==> config.mk <==
export PLATFORM = sky130hd
export DESIGN_NAME = gunshot_direction_detector
export DESIGN_NICKNAME = d
export VERILOG_FILES = /design/src/rtl/gunshot_direction_detector.sv
export SDC_FILE = /design/constraint.sdc
export NUM_CORES = 1
export LEC_CHECK = 0
export ABC_AREA = 1
export CAP_MARGIN = 20
export CORE_MARGIN = 2
export CORE_UTILIZATION = 60
export CTS_CLUSTER_SIZE = 30
export DETAILED_ROUTE_END_ITERATION = 16
export GPL_TIMING_DRIVEN = 0
export HOLD_SLACK_MARGIN = 0.06
export PLACE_DENSITY = 0.91
export SYNTH_ARGS = -nofsm -noshare
export SYNTH_HDL_FRONTEND = slang
export SYNTH_SLANG_ARGS = --single-unit
==> constraint.sdc <==
create_clock -name clk -period 21.4 [get_ports clk]
set_input_delay 5.35 -clock clk [delete_from_list [all_inputs] [get_ports clk]]
set_output_delay 5.35 -clock clk [all_outputs]
set_load 0.1 [all_outputs]
==> src/rtl/gunshot_direction_detector.sv <==
// Multi-channel gunshot detector: debounced per-channel threshold trigger, windowed
// peak capture, dominant-channel direction report and post-event cooldown.
module gunshot_direction_detector #(
   parameter int  NUM_CH   = 4,
   parameter int  DATA_W   = 16,
   parameter int  HOLD     = 3,
   parameter int  WINDOW   = 16,
   parameter int  COOLDOWN = 64,
   localparam int CH_W     = $clog2(NUM_CH)
) (
   input  logic                     clk,
   input  logic                     reset,
   input  logic                     enable,
   input  logic [1:0]               kernel_size,
   input  logic                     cfg_we,
   input  logic [1:0]               cfg_sel,
   input  logic [DATA_W-1:0]        cfg_thr,
   input  logic                     in_valid,
   input  logic [NUM_CH*DATA_W-1:0] in_data,
   output logic                     detected,
   output logic                     dir_valid,
   output logic [CH_W-1:0]          dir_ch,
   output logic signed [DATA_W-1:0] dir_peak,
   output logic [NUM_CH-1:0]        hit_mask
);

   localparam int RUN_W = $clog2(HOLD + 1);
   localparam int WIN_W = $clog2(WINDOW + 1);
   localparam int CD_W  = $clog2(COOLDOWN + 1);
   localparam logic [WIN_W-1:0] WIN_LAST = WIN_W'(WINDOW - 1);
   localparam logic [CD_W-1:0]  CD_LAST  = CD_W'(COOLDOWN - 1);

   typedef enum logic [1:0] {S_IDLE, S_CAPTURE, S_REPORT, S_COOLDOWN} state_t;

   state_t                    state, state_nxt;
   logic signed [DATA_W-1:0]  thr      [3];
   logic signed [DATA_W-1:0]  peak     [NUM_CH];
   logic signed [DATA_W-1:0]  peak_nxt [NUM_CH];
   logic signed [DATA_W-1:0]  sample   [NUM_CH];
   logic [RUN_W-1:0]          run      [NUM_CH];
   logic [WIN_W-1:0]          win_cnt;
   logic [CD_W-1:0]           cd_cnt;
   logic [1:0]                ks_l, ks_nxt;
   logic signed [DATA_W-1:0]  thr_cur, thr_rep, best_peak;
   logic [CH_W-1:0]           best_ch;
   logic [NUM_CH-1:0]         over, hit_nxt;
   logic                      trigger, to_report;

   // NOTE: every always_comb output gets a default first so no path can infer a latch.
   always_comb begin
      thr_cur = '0;
      case (kernel_size)
         2'd0:    thr_cur = thr[0];
         2'd1:    thr_cur = thr[1];
         2'd2:    thr_cur = thr[2];
         default: thr_cur = '0;
      endcase
      trigger = 1'b0;
      for (int i = 0; i < NUM_CH; i++) begin
         sample[i] = in_data[i*DATA_W +: DATA_W];
         over[i]   = (kernel_size != 2'd3) && (sample[i] > thr_cur);
         if (over[i] && (int'(run[i]) + 1 >= HOLD))
            trigger = 1'b1;
      end
      trigger = trigger && in_valid && enable && (state == S_IDLE);
   end

   always_comb begin
      state_nxt = state;
      case (state)
         S_IDLE:     if (trigger) state_nxt = (WINDOW == 1) ? S_REPORT : S_CAPTURE;
         S_CAPTURE:  if (in_valid && win_cnt == WIN_LAST) state_nxt = S_REPORT;
         S_REPORT:   state_nxt = S_COOLDOWN;
         S_COOLDOWN: if (in_valid && cd_cnt == CD_LAST) state_nxt = S_IDLE;
         default:    state_nxt = S_IDLE;
      endcase
      if (!enable) state_nxt = S_IDLE;
      to_report = (state_nxt == S_REPORT) && (state != S_REPORT);
   end

   // Result is computed from the peaks as they will be after this edge, so the
   // registered direction is ready in the very cycle dir_valid is high.
   always_comb begin
      ks_nxt  = trigger ? kernel_size : ks_l;
      thr_rep = '0;
      case (ks_nxt)
         2'd0:    thr_rep = thr[0];
         2'd1:    thr_rep = thr[1];
         2'd2:    thr_rep = thr[2];
         default: thr_rep = '0;
      endcase
      for (int i = 0; i < NUM_CH; i++) begin
         if (state == S_IDLE)
            peak_nxt[i] = sample[i];
         else
            peak_nxt[i] = (sample[i] > peak[i]) ? sample[i] : peak[i];
         hit_nxt[i] = (ks_nxt != 2'd3) && (peak_nxt[i] > thr_rep);
      end
      best_ch   = '0;
      best_peak = peak_nxt[0];
      for (int i = 1; i < NUM_CH; i++) begin
         if (peak_nxt[i] > best_peak) begin
            best_ch   = CH_W'(i);
            best_peak = peak_nxt[i];
         end
      end
   end

   // NOTE: sequential state uses non-blocking assignments so all registers update together.
   always_ff @(posedge clk or posedge reset) begin
      if (reset) begin
         state    <= S_IDLE;
         // NOTE: thresholds are a small register file that must come up with defaults, so it is reset.
         thr[0]   <= DATA_W'(200);
         thr[1]   <= DATA_W'(500);
         thr[2]   <= DATA_W'(1000);
         for (int i = 0; i < NUM_CH; i++) begin
            peak[i] <= '0;
            run[i]  <= '0;
         end
         win_cnt  <= '0;
         cd_cnt   <= '0;
         ks_l     <= '0;
         dir_ch   <= '0;
         dir_peak <= '0;
         hit_mask <= '0;
      end else begin
         state <= state_nxt;
         if (cfg_we && cfg_sel != 2'd3)
            thr[cfg_sel] <= cfg_thr;

         if (!enable) begin
            for (int i = 0; i < NUM_CH; i++) run[i] <= '0;
            win_cnt <= '0;
            cd_cnt  <= '0;
         end else begin
            for (int i = 0; i < NUM_CH; i++) begin
               if (state != S_IDLE || trigger)
                  run[i] <= '0;
               else if (in_valid && !over[i])
                  run[i] <= '0;
               else if (in_valid && run[i] != RUN_W'(HOLD))
                  run[i] <= run[i] + 1'b1;
            end

            if (trigger)
               win_cnt <= WIN_W'(1);
            else if (state == S_CAPTURE && in_valid)
               win_cnt <= win_cnt + 1'b1;
            else if (state == S_REPORT)
               win_cnt <= '0;

            if (state == S_REPORT)
               cd_cnt <= '0;
            else if (state == S_COOLDOWN && in_valid)
               cd_cnt <= cd_cnt + 1'b1;

            if (trigger || (state == S_CAPTURE && in_valid))
               for (int i = 0; i < NUM_CH; i++) peak[i] <= peak_nxt[i];
            if (trigger)
               ks_l <= kernel_size;
            if (to_report) begin
               dir_ch   <= best_ch;
               dir_peak <= best_peak;
               hit_mask <= hit_nxt;
            end
         end
      end
   end

   assign detected  = (state != S_IDLE);
   assign dir_valid = (state == S_REPORT);

endmodule

# Yosys cells after proc, flatten, opt, wreduce, memory -nomap -nowiden
# Cells that the tools add are included.
# Widths: inputs -> output; s select.
dict set report totals {
  word_cells 165
  inputBits 89
  register_bits 158
  out_inout_bits 24
}
dict set report op_classes {
  n_reduce_logical 42
  addsub 10
  n_eq_ne 24
  n_bitwise 1
  n_mux 49
  order_cmp 21
}
# op n
set ops {}
lappend ops {{$gt 16x16->1} 15}
lappend ops {{$mux 16} 12}
lappend ops {{$pmux 16 s3} 2}
lappend ops {{$bwmux 48} 1}
lappend ops {{$mux 2} 19}
lappend ops {{$demux 16 s2} 1}
lappend ops {{$logic_and 1x1->1} 30}
lappend ops {{$mux 7} 3}
lappend ops {{$mux 5} 4}
lappend ops {{$ne 2x2->1 const B} 8}
lappend ops {{$ne 4x1->1 const B} 4}
lappend ops {{$add 2x1->3 const B} 4}
lappend ops {{$ge 3x2->1 const B} 4}
lappend ops {{$eq 2x2->1 const B} 5}
lappend ops {{$add 2x1->2 const B} 4}
lappend ops {{$mux 8} 1}
lappend ops {{$pmux 2 s4} 1}
lappend ops {{$add 7x1->7 const B} 1}
lappend ops {{$eq 7x6->1 const B} 1}
lappend ops {{$eq 2x1->1 const B} 3}
lappend ops {{$logic_not 2->1} 3}
lappend ops {{$add 5x1->5 const B} 1}
lappend ops {{$eq 5x4->1 const B} 1}
lappend ops {{$mux 1} 5}
lappend ops {{9 further kinds} 14}

# Longest topological paths before layout
dict set report depth {
  depth_word 18
  ltp_mapped 59
  mapped_depth_nobuf 54
}

# Worst setup path after synthesis
# OpenSTA, ideal clock, no wires.
dict set report synth_path {
  path_type {input to register}
  startpoint {in in_data[23]}
  endpoint {reg dir_peak[1]}
  path_stages 50
  n_path_buf 5
  setup_time_ps 120
  required_ps 21280
  slack_ps 8844
  t_arrival_ps 12436
  cell_sequence {ha_1 > nand2_1 > nor2_1 > o21ai_0 > nand3_1 > nand2_1 > nand2_1 > nand2_1 > nand2_1 > nand2_2 > nand2_2 > clkbuf_1 > clkbuf_1 > nand2_1 > o21ai_0 > ha_1 > a21oi_1 > o21a_1 > [14 not listed] > o21ai_0 > a2111oi_0 > nand3_1 > nand2_4 > buf_4 > nand3_1 > and2_1 > ha_1 > nand2_1 > or3_1 > o221a_2 > o21ai_0 > nand2_1 > clkbuf_1 > o21ai_0 > inv_1 > nand2_1 > nand2_1}
}
# element line
set synth_rtl {}
lappend synth_rtl {{start: declaration} 19} ;# input logic [NUM_CH*DATA_W-1:0] in_data,
lappend synth_rtl {{end signal: assignment} 164} ;# dir_peak <= best_peak;
lappend synth_rtl {{end: declaration} 23} ;# output logic signed [DATA_W-1:0] dir_peak,

==> out/results.ini <==
[outcome]
status = complete, but fails checks
violations = slew limit

[setup_path]
crit_top_cell = nand2_1
crit_type = in -> reg
cp-end-kind = flop
path_max_fanout = 10
max_stage_delay_ns = 0.78
crit_required_ns = 21.74
crit_slowest_cell = o21ai_0
arrival_ns = 15.40
start_kind = input port
rrSetupSlack_ns = 11.36

[clock_network]
htree_levels = 4
post_cts_buffers = 0
cts_sinks = 158
hold_buffers = 0
clkLatencyLatePin_ns = 0.45
path_clk_slew_ns = 0.07
cts_resized = 0
cts_root_buffer = clkbuf_16
numCtsBuffers = 17
cts_tree = done
ctsLongestPathBuffers = 2

[timing]
maxSlewViolCount = 4
setup_ws_ns = 6.34
fin_crit_ns = 15.06
hold_viol = 0
fin_setup_tns_ns = 0
fin_crit_sh_pct = 70.4
fin_skew_ns = 0.0150
finalSetupViolations = 0
rsz0062_at_grt = no
max_freq_mhz = 66.4
slew_headroom_pct = -1.14
worst_pin_slew_ns = 1.52

[synth]
ys.flop_type = dfrtp_1
synth_area_um2 = 14100
async_flop_share_pct = 100
synth_cell_types = 57
netlist.top_cell.by_area = dfrtp_1
ys_warn_count = 0
yosysMostFrequentCell = nand2_1
synthTopCellsByArea = dfrtp_1 25%, ha_1 22%, nand2_1 12%, o21ai_0 8.1%, inv_1 7.3%
synth_edf_count = 0
syn_inst = 1924
synth.avg_cell_area_um2 = 7.31
ys_seq_area_share_pct = 28.2
synthTopCellsByCount = 448 x nand2_1, 273 x inv_1, 245 x ha_1, 228 x o21ai_0, 143 x dfrtp_1
syn_nets = 2258
synth_top_area_share_pct = 25.4
ys_ff_latch = 158

[die]
io_pins = 113
std_cell_rows = 56
die_w_um = 157
start_util_pct = 60.5
die_h_um = 157
die-area_um2 = 24700
core-area_um2 = 23300

[global_routing]
grt_pass1_vias = 14100
grt_pass1_wl_um = 73300
grt_max_degree = 81
antenna_found_initial = 2
track_usage_pct = 38.7
grt-ovfl-total = 0

[power_and_ir_drop]
pwr-share-seq_pct = 20.0
vdd_drop_max_uv = 74.8
switching_share_pct = 51.7
power.density_nw_per_um2 = 129
leakage_uw = 0.00833
p_int_uw = 1020
p_comb_share_pct = 65.2
power.share.clock_pct = 14.8
p_switching_uw = 1090

[place]
port_buffers = 111
dp_hpwl_um = 37300
place_ws_ns = 6.32
place_congestion = 1.01
dpl.cell_count = 2369

[min_path]
hp-class = reg -> reg

[final_layout]
fin_nets = 2405
drive_above_1_share_pct = 5.61
stdcell_count = 2403
diodes = 0
syn2layout_area_growth_pct = 16.3

[routing]
drt_iter0_drc = 1550
ant_nets = 0
drt-total-wl_um = 47000
drc = 0
firstDrtPassIters = 6
vias = 14800
route.detailed.wl_per_inst_um = 19.6
vias_per_cell = 6.17

[job]
drv_cap = 0

## cells in the final DEF, fill, tap and decap left out, types with 9 or more instances in the layout
cell             Yosys  routed
a211oi_1            16      16
a21oi_1            102     102
a221oi_1            30      22
and2_1              15      15
clkbuf_1            48      48
clkbuf_16            0      17
clkdlybuf4s50_1      0     111
dfrtp_1            143     143
dfstp_2             15      15
ha_1               245     245
inv_1              273     272
nand2_1            448     448
nand2_2             19      19
nand3_1             91      91
nand4_1             32      32
nor2_1             105     105
nor3_1              23      23
o21ai_0            228     228
o21bai_1             9       9
## critical path, delay by kind of cell
| family | cells | cell delay (ns) |
|---|---|---|
| AO/OA/AOI/OAI | 14 | 4.03 |
| AND/OR/NAND/NOR | 20 | 2.66 |
| buffers and inverters | 10 | 2.02 |
| adder cells (fa/ha/maj) | 4 | 1.34 |
## final cells by class
type,instances,area (um^2)
Clock buffer,18,439
Fill cell,1885,6900
Multi-Input combinational cell,1440,8910
Clock inverter,14,136
Sequential cell,158,3970
Tap cell,319,399
Timing Repair Buffer,128,1260
Buffer,52,209
Inverter,274,1030
## stage by stage
step / hold slack, ns / util (%) / instance area [um^2] / power [uW]
5_1_grt: 0.494 / 70.3 / 16400 / 2290
3_5_place_dp: 0.465 / 67.8 / 15800 / 1740
3_3_place_gp: 0.461 / 67.0 / 15600 / 1660
2_1_floorplan: 0.452 / - / 14100 / 1360
6_report: 0.477 / 70.3 / 16400 / 2110
4_1_cts: 0.483 / 70.3 / 16300 / 2060
## metal layers
| layer | GRT usage [%] | vias to the layer above | routed length [um] |
|---|---|---|---|
| met1 | 48.5 | 6952 | 18100 |
| li1 | - | 6810 | - |
| met2 | 61.2 | 846 | 20900 |
| met3 | 9.64 | 211 | 4900 |
| met4 | 21.9 | 2 | 3150 |
| met5 | 0 | - | 16 |
## worst paths after layout
path,from,endpoint,depth (start not counted)
min,dir_peak[0],dir_peak[0],2
max,in_data[23],dir_peak[5],48
max in group asynchronous,reset,thr[9],3
min reg2reg,dir_peak[0],dir_peak[0],2
min in group asynchronous,reset,dir_peak[2],2
max reg2reg,peak[39],dir_peak[5],48
## power by group through the flow
stage	logic (uW)	registers [uW]	clock network, uW
2_1_floorplan	947	412	0
3_3_place_gp	1250	419	0
3_5_place_dp	1320	424	0
4_1_cts	1330	419	309
5_1_grt	1540	427	321
6_report	1370	421	311
## logic make-up after synthesis
family                   count (synthesis)  synth area share [%]
XOR/XNOR                                 3                 0.187
buffers and inverters                  326                  8.80
AND/OR/NAND/NOR                        763                  23.5
flip-flops                             158                  28.2
adder cells (fa/ha/maj)                245                  21.8
AO/OA/AOI/OAI                          429                  17.5
## registers in the layout, summed over array words and instances, names as in the netlist
signal	flops
hit_mask	4
state	2
ks_l	2
run	8
dir_peak	16
peak	64
thr	48
win_cnt	5
dir_ch	2
cd_cnt	7
Power figures use the tool's default switching activity.
